===== config.mk =====
export PLATFORM = sky130hd
export DESIGN_NAME = pe_col_drain
export DESIGN_NICKNAME = d
export VERILOG_FILES = /design/src/rtl/pe_col_drain.sv
export SDC_FILE = /design/constraint.sdc
export NUM_CORES = 1
export LEC_CHECK = 0
export ABC_AREA = 1
export BUFFER_PORTS_ARGS = -buffer_cell sky130_fd_sc_hd__buf_2
export CAP_MARGIN = 15
export CORE_AREA = 2 2 92 94
export CTS_CLUSTER_DIAMETER = 100
export DETAILED_ROUTE_END_ITERATION = 7
export DIE_AREA = 0 0 94 96
export MAX_ROUTING_LAYER = met4
export PLACE_DENSITY = 0.75
export SETUP_SLACK_MARGIN = 0.5
export SYNTH_ARGS = -nofsm -noshare
export SYNTH_HDL_FRONTEND = slang
export SYNTH_SLANG_ARGS = --single-unit

===== constraint.sdc =====
create_clock -name clk -period 2.1 [get_ports clk]
set_input_delay 0.42 -clock clk [delete_from_list [all_inputs] [get_ports clk]]
set_output_delay 0.42 -clock clk [all_outputs]
set_load 0.01 [all_outputs]

===== src/rtl/pe_col_drain.sv =====
// Output drain for one systolic-array column: rounds/saturates accumulator results
// into the operand format and buffers them toward a valid/ready consumer with frame tagging.
module pe_col_drain #(
    parameter int INT_BW = 5,
    parameter int FRA_BW = 5,
    parameter int MUL_BW = 16,
    parameter int ACC_BW = 32,
    parameter int DEPTH  = 4,
    parameter int ROWS   = 8
) (
    input  logic                       clk,
    input  logic                       rst,
    input  logic                       flush_i,
    input  logic [ACC_BW-1:0]          o_i,
    input  logic                       o_vld_i,
    output logic [MUL_BW-1:0]          d_o,
    output logic                       d_vld_o,
    input  logic                       d_rdy_i,
    output logic                       last_o,
    output logic [$clog2(DEPTH+1)-1:0] cnt_o,
    output logic                       ovf_o,
    output logic                       sat_o
);

    localparam int PW = $clog2(DEPTH);
    localparam int CW = $clog2(DEPTH+1);
    localparam int RW = (ROWS > 1) ? $clog2(ROWS) : 1;
    localparam int OW = INT_BW + FRA_BW + 1;
    localparam int XW = ACC_BW + 1;

    localparam logic signed [XW-1:0] HALF = XW'(64'sd1 <<< (FRA_BW - 1));
    localparam logic signed [XW-1:0] MAXV = XW'((64'sd1 <<< (OW - 1)) - 64'sd1);
    localparam logic signed [XW-1:0] MINV = -MAXV - XW'(1);
    localparam logic [OW-1:0]        MAXO = MAXV[OW-1:0];
    localparam logic [OW-1:0]        MINO = MINV[OW-1:0];

    // One extra headroom bit keeps the rounding add from overflowing.
    logic signed [XW-1:0] ext_val;
    logic signed [XW-1:0] rnd_val;
    logic signed [XW-1:0] shf_val;
    logic                 clip_hi;
    logic                 clip_lo;
    logic signed [OW-1:0] clamp_val;
    logic [MUL_BW-1:0]    conv_val;

    assign ext_val   = {o_i[ACC_BW-1], o_i};
    assign rnd_val   = ext_val + HALF;
    assign shf_val   = rnd_val >>> FRA_BW;
    assign clip_hi   = shf_val > MAXV;
    assign clip_lo   = shf_val < MINV;
    assign clamp_val = clip_hi ? MAXO : (clip_lo ? MINO : shf_val[OW-1:0]);
    assign conv_val  = MUL_BW'(clamp_val);

    logic [MUL_BW-1:0] s1_d_reg;
    logic              s1_vld_reg;
    logic [MUL_BW-1:0] mem_reg [DEPTH];
    logic [PW-1:0]     wr_ptr_reg;
    logic [PW-1:0]     rd_ptr_reg;
    logic [CW-1:0]     cnt_reg;
    logic [RW-1:0]     pop_cnt_reg;
    logic              ovf_reg;
    logic              sat_reg;

    logic clr;
    logic full;
    logic pop;
    logic push;
    logic drop;

    assign clr  = rst | flush_i;
    assign full = (cnt_reg == CW'(DEPTH));
    assign pop  = d_vld_o & d_rdy_i;
    assign push = s1_vld_reg & (~full | pop);
    assign drop = s1_vld_reg & full & ~pop;

    always_ff @(posedge clk) begin
        if (clr) begin
            s1_d_reg   <= '0;
            s1_vld_reg <= 1'b0;
            sat_reg    <= 1'b0;
        end else begin
            s1_d_reg   <= conv_val;
            s1_vld_reg <= o_vld_i;
            if (o_vld_i && (clip_hi || clip_lo))
                sat_reg <= 1'b1;
        end
    end

    always_ff @(posedge clk) begin
        if (clr) begin
            for (int i = 0; i < DEPTH; i++)
                mem_reg[i] <= '0;
        end else if (push) begin
            mem_reg[wr_ptr_reg] <= s1_d_reg;
        end
    end

    // Pointers wrap naturally because DEPTH is a power of two.
    always_ff @(posedge clk) begin
        if (clr) begin
            wr_ptr_reg  <= '0;
            rd_ptr_reg  <= '0;
            cnt_reg     <= '0;
            pop_cnt_reg <= '0;
            ovf_reg     <= 1'b0;
        end else begin
            if (push)
                wr_ptr_reg <= wr_ptr_reg + PW'(1);
            if (pop) begin
                rd_ptr_reg  <= rd_ptr_reg + PW'(1);
                pop_cnt_reg <= (pop_cnt_reg == RW'(ROWS - 1)) ? '0 : pop_cnt_reg + RW'(1);
            end
            case ({push, pop})
                2'b10:   cnt_reg <= cnt_reg + CW'(1);
                2'b01:   cnt_reg <= cnt_reg - CW'(1);
                default: cnt_reg <= cnt_reg;
            endcase
            if (drop)
                ovf_reg <= 1'b1;
        end
    end

    assign d_o     = mem_reg[rd_ptr_reg];
    assign d_vld_o = (cnt_reg != '0);
    assign last_o  = d_vld_o && (pop_cnt_reg == RW'(ROWS - 1));
    assign cnt_o   = cnt_reg;
    assign ovf_o   = ovf_reg;
    assign sat_o   = sat_reg;

endmodule

==> impl_results.md <==
* Relative slew margins at 0.7974
* Final Cell Area at 5731 sq um
* GRT overflow at 0
* Largest cells by area after synthesis: edfxtp_1 33%, dfxtp_1 13%, nor2_1 11%
* Sw Share at 0.2723
* Initial Util at 0.5027
* Required time worst endpoint at 1680 ps
* Num ports at 60
* Port Buf Inserts at 55
* Post-synth ARST share at 0
* Area of placed instances at 4646 sq um
* Hold wc startpoint: o_vld_i
* Core region area at 8051 sq um
* WP data arrival at 1460 ps
* Initial antenna violation count at 0
* Syn Area/Cell at 7.695 sq um
* Final Util at 0.7117
* Fmax at 0.5325 GHz
* Crit path max fanout at 9
* Final hold violations at 0
* Clk root buf: clkbuf_8
* Clk pin slew, worst setup/hold paths at 70 ps
* FP Rows at 33
* Synth warn at 0
* Drt wl/cell at 14.52 um
* Gr usage total at 0.2386
* Clock Sinks at 70
* Worst r2r src: cnt_o[2]
* GRT met1 Usage at 0.2642
* Hold Path Class: input pin to register
* Setup slack, reg-to-reg at 520 ps
* Largest area contributor in the netlist: edfxtp_1
* Gate power share at 0.173
* Post-layout minimum cycle time at 1878 ps
* Max FFs per register at 44
* Die Span X at 94 um
* Final net count at 674
* R2R cell count at 10
* Worst slew pin tran at 301.7 ps
* Pwr dens at 515.8 nW/um^2
* Clock buffer depth at 2
* Worst-Skew Late Latency at 350 ps
* Power share of the clock group at 0.309
* Hold path cells at 3
* Slew Limit Fails at 0
* RSZ-0062 raised after global routing: true
* Post-place setup slack at -73.43 ps
* Synth top cells by count: 114 x nor2_1, 106 x nand2_1, 61 x inv_1, 44 x edfxtp_1, 36 x o21ai_0
* DRT iter0 DRCs at 160
* MaxCap Viol Count at 0
* Gr busiest metal: met2
* Post-route setup slack at 221.9 ps
* Seq/Total Area, Yosys at 0.4550
* Endpoint, Worst Hold: s1_vld_reg
* Number of global-route vias before repair at 3595
* Met2 Track Usage GR at 0.4506
* Reg power frac at 0.518
* Hold_ws at 298.6 ps
* Critical path type: register to output pin
* Hold Buf Count CTS at 0
* Global placer's final weighted congestion at 0.8759
* Final setup violation count at 0
* Share of layout cells above drive strength 1 at 0.4364
* H-tree Lvls at 3
* Internal at 2151 uW
* WL final at 10.77 mm
* Die area at 9024 sq um
* M3 GR Usage at 0.03446
* Worst setup SP type: register
* Synth top area share at 0.3264
* Top_reg_cell synth: edfxtp_1
* Count leader, synth: nor2_1
* Die height at 96 um
* Vias at 3812
* Switching Power at 804.7 uW
* DRC at 0
* Cts bufs inserted at 9
* Final worst path period share at 0.8943
* R2r endpoint: cnt_o[2]
* Inserted Diodes at 0
* Largest net degree at the start of global routing at 16
* Routed Antenna Nets at 0
* HPWL Detailed at 6.826 mm
* DR pass1 iterations at 4
* Leakage at 0.002436 uW
* DP Cell Count at 694
* Status: completed
* EDFF count, synth at 44
* TritonCTS clock tree: built
* Synthesized area at 4048 sq um
* Clk_skew at 10.66 ps
* FF+latch count, synth at 70
* Vias per cell at 5.137
* First-pass GRT wire length at 16.21 mm
* Post-Syn Nets at 568
* Peak supply drop at 0.2965 mV
* Worst setup EP type: output pin
* Post-synth cell types at 38
* Post-Syn Instances at 526
* Non-filler instance count after layout at 742
* Area growth from synthesis to layout at 41.58%
timing repair:
action / CTS / global route
gates resized for setup: 99 / 105
gates cloned: 4 / 1
setup endpoints to repair: 54 / 98
endpoints found under the hold margin: 0 / 0
buffers inserted: 13 / 14
pin swaps: 17 / 46
metal layers:
layer | vias up | share of wire
met4 | 0 | 0.012
met5 | - | 0
met3 | 15 | 0.041
met1 | 1781 | 0.38
met2 | 123 | 0.57
li1 | 1893 | -
power by group through the flow:
stage	Sequential, uW	Clock [uW]	Combinational, uW
6_report	1530	913	512
5_1_grt	1530	972	554
4_1_cts	1530	915	422
3_5_place_dp	1560	0	364
3_3_place_gp	1550	0	355
2_1_floorplan	1550	0	230
final cells by class:
class	count	area [sq um]
multi-input combinational	371	2362
fill	625	2321
sequential	70	1859
timing repair buffer	113	940.9
inverter	65	256.5
tap	105	131.4
clock buffer	10	127.6
clock inverter	6	37.54
timing repair inverter	2	15.01
worst max-delay path by stage:
stage,end,slack (ps),cells after the start
3_3_place_gp,s1_d_reg[1],-20,15
4_1_cts,d_o[4],270,5
5_1_grt,s1_d_reg[4],150,16
6_report,d_o[8],220,5
3_5_place_dp,s1_d_reg[2],-70,14
2_1_floorplan,s1_d_reg[1],260,15
cell usage in the layout, fill, tap and decap left out, types with 18 or more instances in the layout:
master,n
nand2_2,28
buf_4,45
inv_1,52
nand2_1,74
nand2_4,19
edfxtp_1,44
nor2_1,86
nor2_2,20
dfxtp_1,18
nor2_4,22
buf_2,41
cell families (layout without fill, tap and decap cells):
kind of cell | count (synthesis) | after routing | share of synthesized area
AO/OA/AOI/OAI | 74 | 74 | 0.1107
buffers and inverters | 85 | 196 | 0.09026
flip-flops | 70 | 70 | 0.4550
adder cells (fa/ha/maj) | 5 | 5 | 0.01731
AND/OR/NAND/NOR | 283 | 283 | 0.3073
XOR/XNOR | 9 | 9 | 0.01948
per-stage QoR:
stage                     power (uW)  TNS (ps)
after floorplan                 1783         0
after global placement          1909    -162.3
after detailed placement        1921    -663.7
after CTS                       2866         0
after global routing            3061         0
final                           2956         0
critical path: stages (launching register included):
cell        delay [ps]
dfxtp_4            420
clkinvlp_4         130
buf_6              160
o21ai_1            160
o22ai_1            100
buf_2              150
(Power assumes the default switching activity.)
